[config.mk]
export PLATFORM = sky130hd
export DESIGN_NAME = instr_fetch_queue
export DESIGN_NICKNAME = d
export VERILOG_FILES = /design/src/rtl/instr_fetch_queue_pkg.sv /design/src/rtl/instr_fetch_queue_fetch_queue.sv /design/src/rtl/instr_fetch_queue.sv
export SDC_FILE = /design/constraint.sdc
export NUM_CORES = 1
export LEC_CHECK = 0
export CORE_MARGIN = 10
export CORE_UTILIZATION = 30
export DETAILED_ROUTE_END_ITERATION = 10
export PLACE_DENSITY = 0.55
export SYNTH_ARGS = -nofsm -noshare
export SYNTH_HDL_FRONTEND = slang
export SYNTH_SLANG_ARGS = --single-unit
[constraint.sdc]
create_clock -name clock -period 6.4 [get_ports clock]
set_input_delay 1.92 -clock clock [delete_from_list [all_inputs] [get_ports clock]]
set_output_delay 1.92 -clock clock [all_outputs]
set_load 0.05 [all_outputs]
[src/rtl/instr_fetch_queue_pkg.sv]
// Shared memory-access definitions plus the fetch FSM encoding used by instr_fetch_queue.
package instr_fetch_queue_pkg;

    localparam logic [1:0] SIZE_BYTE  = 2'b00;
    localparam logic [1:0] SIZE_HALF  = 2'b01;
    localparam logic [1:0] SIZE_WORD  = 2'b10;
    localparam logic [1:0] SIZE_DWORD = 2'b11;

    localparam int INSTR_W    = 32;
    localparam int ADDR_W     = 32;
    localparam int LINE_BYTES = 8;

    // Bit 0 = a read is on the bus this cycle, bit 1 = its response is sampled this cycle.
    typedef enum logic [1:0] {
        IDLE          = 2'b00,
        ISSUE         = 2'b01,
        CAPTURE       = 2'b10,
        ISSUE_CAPTURE = 2'b11
    } fetch_state_t;

    function automatic fetch_state_t next_state(input logic issue, input logic capture);
        return fetch_state_t'({capture, issue});
    endfunction

    function automatic logic [ADDR_W-1:0] line_addr(input logic [ADDR_W-1:0] a);
        return {a[ADDR_W-1:3], 3'b000};
    endfunction

endpackage

[src/rtl/instr_fetch_queue_fetch_queue.sv]
// Instruction FIFO: two-entry write port, one-entry read port, flush and occupancy count.
module fetch_queue
    import instr_fetch_queue_pkg::*;
#(
    parameter int DEPTH = 4,
    localparam int PTR_W = $clog2(DEPTH),
    localparam int CNT_W = $clog2(DEPTH) + 1
) (
    input  logic               clock,
    input  logic               reset,
    input  logic               flush,
    input  logic               wr_en,
    input  logic               wr_two,
    input  logic [INSTR_W-1:0] wr_data0,
    input  logic [ADDR_W-1:0]  wr_pc0,
    input  logic [INSTR_W-1:0] wr_data1,
    input  logic [ADDR_W-1:0]  wr_pc1,
    input  logic               rd_en,
    output logic [INSTR_W-1:0] rd_data,
    output logic [ADDR_W-1:0]  rd_pc,
    output logic [CNT_W-1:0]   count
);

    logic [INSTR_W-1:0] instr_mem [DEPTH];
    logic [ADDR_W-1:0]  pc_mem    [DEPTH];
    logic [PTR_W-1:0]   wr_ptr;
    logic [PTR_W-1:0]   wr_ptr1;
    logic [PTR_W-1:0]   rd_ptr;
    logic [CNT_W-1:0]   wr_n;

    assign wr_ptr1 = wr_ptr + 1'b1;
    assign rd_data = instr_mem[rd_ptr];
    assign rd_pc   = pc_mem[rd_ptr];

    always_comb begin
        wr_n = '0;
        if (wr_en) begin
            wr_n = wr_two ? CNT_W'(2) : CNT_W'(1);
        end
    end

    always_ff @(posedge clock) begin
        if (wr_en && !flush) begin
            instr_mem[wr_ptr] <= wr_data0;
            pc_mem[wr_ptr]    <= wr_pc0;
            if (wr_two) begin
                instr_mem[wr_ptr1] <= wr_data1;
                pc_mem[wr_ptr1]    <= wr_pc1;
            end
        end
    end

    always_ff @(posedge clock or negedge reset) begin
        if (!reset) begin
            wr_ptr <= '0;
            rd_ptr <= '0;
            count  <= '0;
        end else if (flush) begin
            wr_ptr <= '0;
            rd_ptr <= '0;
            count  <= '0;
        end else begin
            wr_ptr <= wr_ptr + wr_n[PTR_W-1:0];
            if (rd_en) begin
                rd_ptr <= rd_ptr + 1'b1;
            end
            count <= count + wr_n - CNT_W'(rd_en);
        end
    end

endmodule

[src/rtl/instr_fetch_queue.sv]
// Instruction fetch front end: issues 8-byte ROM reads and splits each line into two queued instructions.
module instr_fetch_queue
    import instr_fetch_queue_pkg::*;
#(
    parameter logic [31:0] RESET_PC    = 32'h00000000,
    parameter int          QUEUE_DEPTH = 4
) (
    input  logic        clock,
    input  logic        reset,
    output logic [31:0] address,
    output logic        mem_read,
    output logic [1:0]  size,
    input  logic [63:0] data,
    input  logic        redirect,
    input  logic [31:0] redirect_pc,
    output logic        instr_valid,
    output logic [31:0] instr,
    output logic [31:0] instr_pc,
    input  logic        instr_ready
);

    localparam int CNT_W = $clog2(QUEUE_DEPTH) + 1;

    fetch_state_t       state;
    logic [31:0]        fetch_addr;
    logic [31:0]        cap_addr;
    logic               issue_half;
    logic               cap_half;
    logic               issuing;
    logic               capturing;
    logic               can_issue;
    int                 committed;
    logic               enq;
    logic               deq;
    logic [CNT_W-1:0]   count;
    logic [INSTR_W-1:0] head_data;
    logic [ADDR_W-1:0]  head_pc;
    logic               unused_pc_bits;

    assign unused_pc_bits = ^redirect_pc[1:0];
    assign size      = SIZE_DWORD;
    assign issuing   = (state == ISSUE) || (state == ISSUE_CAPTURE);
    assign capturing = (state == CAPTURE) || (state == ISSUE_CAPTURE);

    // Space is reserved for both lines that may still land: the one being sampled and the one on the bus.
    always_comb begin
        committed = int'(count) + (issuing ? 2 : 0) + (capturing ? 2 : 0);
        can_issue = (QUEUE_DEPTH - committed) >= 2;
    end

    assign enq = capturing && !redirect;
    assign deq = instr_valid && instr_ready && !redirect;

    assign instr_valid = (count != '0);
    assign instr       = instr_valid ? head_data : '0;
    assign instr_pc    = instr_valid ? head_pc : '0;

    always_ff @(posedge clock or negedge reset) begin
        if (!reset) begin
            state      <= IDLE;
            mem_read   <= 1'b0;
            address    <= RESET_PC;
            fetch_addr <= RESET_PC;
            issue_half <= 1'b0;
            cap_half   <= 1'b0;
        end else begin
            if (redirect) begin
                mem_read   <= 1'b1;
                address    <= line_addr(redirect_pc);
                fetch_addr <= line_addr(redirect_pc) + 32'd8;
                issue_half <= redirect_pc[2];
            end else if (can_issue) begin
                mem_read   <= 1'b1;
                address    <= line_addr(fetch_addr);
                fetch_addr <= line_addr(fetch_addr) + 32'd8;
                issue_half <= 1'b0;
            end else begin
                mem_read <= 1'b0;
            end
            cap_half <= issue_half;
            // A redirect kills the line currently on the bus; it must never reach the queue.
            state <= next_state(redirect || can_issue, issuing && !redirect);
        end
    end

    always_ff @(posedge clock) begin
        cap_addr <= address;
    end

    fetch_queue #(
        .DEPTH (QUEUE_DEPTH)
    ) u_queue (
        .clock    (clock),
        .reset    (reset),
        .flush    (redirect),
        .wr_en    (enq),
        .wr_two   (!cap_half),
        .wr_data0 (cap_half ? data[63:32] : data[31:0]),
        .wr_pc0   (cap_half ? cap_addr + 32'd4 : cap_addr),
        .wr_data1 (data[63:32]),
        .wr_pc1   (cap_addr + 32'd4),
        .rd_en    (deq),
        .rd_data  (head_data),
        .rd_pc    (head_pc),
        .count    (count)
    );

endmodule

# After elaboration in Yosys (flattened, before gate mapping)
# Memory sizes are Yosys's and may differ from the RTL's.
# Index checks and enable logic that the tools add are counted.
# totals
ff_bits	108
latch_bits	0
ramBits	256
mem_bits_ro	0
in_bits	100
out_inout_bits	100
mem_count	2
# op_classes
add_sub_neg	11
multipliers	0
div	0
magnitude_cmp	1
eq_ne	3
n_shift	0
n_mux	25
n_bitwise	0
n_reduce_logical	12
# memory_table
memory	depth	width	read_ports	rd_clocked_by_memory_dff	write_ports	line	text
u_queue.instr_mem	4	32	1	0	2	instr_fetch_queue_fetch_queue.sv:24	logic [INSTR_W-1:0] instr_mem [DEPTH];
u_queue.pc_mem	4	32	1	0	2	instr_fetch_queue_fetch_queue.sv:25	logic [ADDR_W-1:0] pc_mem [DEPTH];
# ops
operator	n
two-way mux 32 bit	8
adder 32 x 4 -> 32 bit (second input constant)	2
adder 32 x 3 -> 32 bit (second input constant)	1
two-way mux 2 bit	6
two-way mux 1 bit	9
>= comparator 6 x 3 -> 1 bit (second input constant)	1
two-way mux 3 bit	2
subtractor 3 x 5 -> 6 bit (first input constant)	1
adder 4 x 2 -> 5 bit	1
logical AND 1 bit	5
adder 2 x 1 -> 2 bit (second input constant)	2
adder 3 x 2 -> 4 bit	1
equality test 2 bit (second input constant)	2
nonzero test 2 bit	2
adder 3 bit	1
logical OR 1 bit	3
nonzero test 3 bit	1
subtractor 3 x 1 -> 3 bit	1
adder 2 bit	1
equality test 2 x 1 -> 1 bit (second input constant)	1
logical NOT 1 bit	1

# Longest topological paths before layout
# logic_depth
depth_word	9
depth_mapped	17
depth_no_buf	16

# Cells and area by module
# A second synthesis with hierarchy kept.
# hier_totals
hier_cells	1227
hier_area_um2	18584.1
# by_module_without_submodules
module	n_inst	cells_per_inst	area_per_inst_um2	seq_area_each_um2
fetch_queue	1	666	13111.3	7862.5
instr_fetch_queue	1	561	5472.7	2132.0

# Worst setup path before layout
# Ideal clock, no wire load.
# synth_timing
kind	in2reg
from	input port redirect
to	memory u_queue.instr_mem[1][0], enable pin
setup_time_ns	0.558
arrival_time_ns	6.541
setup_slack_ns	-0.699
path_stages	4
path_buffers	1
cell_sequence	buf_6 > inv_2 > o21ai_1 > nor3_1
# synth_rtl
item	line	text
from (decl)	instr_fetch_queue.sv:14	input logic redirect,
to (decl)	instr_fetch_queue_fetch_queue.sv:24	

# Worst setup path in the final report
# layout_timing
from	register u_queue.count[2]
to	output port instr_pc[21]
# layout_between
elab_chain_cells	2
# layout_lines
item	line	text
from (decl)	instr_fetch_queue_fetch_queue.sv:21	output logic [CNT_W-1:0] count
from (signal assigned)	instr_fetch_queue_fetch_queue.sv:67	count <= count + wr_n - CNT_W'(rd_en);
nonzero test 3 bit	instr_fetch_queue.sv:54	assign instr_valid = (count != '0);
two-way mux 32 bit	instr_fetch_queue.sv:56	assign instr_pc = instr_valid ? head_pc : '0;
to (decl)	instr_fetch_queue.sv:18	output logic [31:0] instr_pc,
# Every way passes these cells.

==> summary.txt <==
critical path class -> flop to output port
number of setup buffers added after CTS -> 0
Avg Cell Area, Syn -> 15.3 sq um
mux contribution to synthesized area -> 0.211
total gr overflow -> 0
max-slew violations -> 0
Clk Tree Root Cell -> clkbuf_16
die height -> 250 um
Min-Delay Path Class -> flop to flop
hpwl dp -> 26800 um
crit-path max FO -> 45
number of I/O pins -> 200
Simple-Gate Fraction of Synth Area -> 0.0781
commonest non-fill, non-tap cell in the layout -> edfxtp_1
metal3 WL -> 1780 um
f_max -> 196 MHz
ANT nets after route -> 0
area of the mapped netlist -> 15900 sq um
share of cells above drive strength 1 -> 0.238
vias in the first global route -> 10.0k
measured slew at the worst slew-check pin -> 0.849 ns
run status -> finished, final reports clean
fin cells -> 1953
WL per Instance -> 21.2 um
Primary FF master, synth -> edfxtp_1
Async SR Flop Fraction -> 0.199
site row count -> 84
area fraction in compound gates after synthesis -> 0.0279
drt total wl -> 41500 um
Max clock buf depth -> 3
Core Area -> 52400 sq um
Yosys warning total -> 0
nets -> 1348
Tcrit/Tclk final -> 0.797
DR pass1 iterations -> 4
combinational family with the most area after synthesis -> multiplexers
flops & latches, synth -> 346
TritonCTS clock tree -> built
Rel. slew slack -> 0.432
max cap viols -> 0
clock sink count -> 346
most frequent cells in the layout -> 248 x edfxtp_1, 188 x clkdlybuf4s50_1, 130 x mux2_2
First DRT Iteration DRCs -> 573
DRC -> 0
RD Place Congestion -> 0.795
final worst path period need -> 5.10 ns
power per cell area -> 486 nW/um^2
Reg clk slew, reported paths -> 0.06 ns
DP Cell Count -> 1878
unrepaired setup endpoints after global routing -> no
WP data arrival -> 3.18 ns
routed vias -> 9263
H-tree lvl count -> 2
Syn Inst Count -> 1036
DR top layer -> met4
CTS buffer count -> 41
hold_buf cts -> 0
largest net degree at the start of global routing -> 51
initial antenna violation count -> 0
Die W -> 250 um
Leak -> 6.90 nW
Metal-1 WL -> 18900 um
# setup viols final -> 0
worst vdd ir -> 0.226 mV
Post-synth EDFFs -> 248
die area -> 62500 sq um
Layout area overhead -> 25.6%
Fin Setup TNS -> 0 ns
CP required -> 4.48 ns
first-pass GRT wire length -> 64300 um
Initial Util -> 0.303
Post-Synth XOR/XNOR Area -> 0.0298
DR WL met2 -> 20100 um
clock skew -> 0.0129 ns
final-report hold violation count -> 0
Port-buffer cells -> 190
number of diodes -> 0
worst skew pair latency -> 0.56 ns
Post-CTS Resized -> 0
Adder-Cell Fraction of Synth Area -> 0.0128
GRT Overall Usage -> 0.132
Critical Path End Type -> output port
sequential-to-total area share from yosys stat -> 0.615
Vias per Instance -> 4.74
Yosys cell types -> 58
CP Launch Type -> flop
-- flip-flops by register name (all words and copies together), names as in the netlist --
name / flops
address: 29
cap_addr: 29
cap_half: 1
fetch_addr: 29
issue_half: 1
state: 2
u_queue.count: 3
u_queue.instr_mem: 128
u_queue.pc_mem: 120
u_queue.rd_ptr: 2
u_queue.wr_ptr: 2
-- layer usage --
layer	GRT usage	up-vias
li1	-	4299
met1	0.173	4732
met2	0.218	182
met3	0.0250	50
met4	0.0398	0
met5	0	-
-- cells by family after synthesis --
family | count (synthesis)
flops | 346
mux | 240
simple gates | 226
buf+inv | 84
compound gates | 69
xor+xnor | 54
fa+ha+maj | 15
other cells | 2
-- final timing paths --
check                                 startpoint  slack (ns)                end  cells after the start
worst max-delay path            u_queue.count[2]        1.30       instr_pc[21]                      4
worst max register to register          state[0]        2.32        address[10]                     16
worst min-delay path                  issue_half        0.40           cap_half                      0
max in group asynchronous                  reset        3.91  u_queue.rd_ptr[0]                      2
min in group asynchronous                  reset        1.32         address[4]                      1
worst min register to register        issue_half        0.40           cap_half                      0
-- report_power, final --
| part | internal (mW) | total, mW | switching [mW] |
|---|---|---|---|
| combinational | 1.58 | 4.12 | 2.54 |
| sequential | 2.97 | 3.29 | 0.320 |
| clock | 1.33 | 2.28 | 0.954 |
| total | 5.88 | 9.69 | 3.82 |
-- worst max-delay path, stage by stage (launching register included) --
cell and delay [ns]:
dfrtp_1 0.41, or3_2 0.74, buf_4 0.40, and2_1 0.21, clkdlybuf4s50_1 0.81
-- cells in the mapped netlist, drive strengths merged (26+ instances only) --
cell	count	area (sq um)
xnor2	28	245
and2	66	413
mux2	133	1500
buf	40	236
mux2i	45	450
xor2	26	228
nor2	28	105
edfxtp	248	7450
dfxtp	29	581
mux4	62	1400
nand2	63	236
dfrtp	69	1730
o21ai	35	175
-- through the flow --
step                      power, mW   util  area [sq um]  setup WS, ns  hold WS, ns
final                          9.69  0.380         19900          1.30        0.397
after global routing           10.2  0.380         19900          1.14        0.427
after CTS                      9.90  0.380         19900          1.19        0.409
after detailed placement       7.56  0.355         18600          1.75        0.395
after global placement         7.52  0.355         18600          1.81        0.389
after floorplan                6.06      -         15900         0.729        0.354
-- layout make-up --
| type | instances | area [sq um] |
|---|---|---|
| Fill cell | 4930 | 32500 |
| Clock buffer | 49 | 1080 |
| Multi-Input combinational cell | 611 | 5820 |
| Clock inverter | 26 | 238 |
| Sequential cell | 346 | 9760 |
| Timing Repair Buffer | 214 | 2100 |
| Inverter | 19 | 71.3 |
| Tap cell | 688 | 861 |
(Power assumes the default switching activity.)
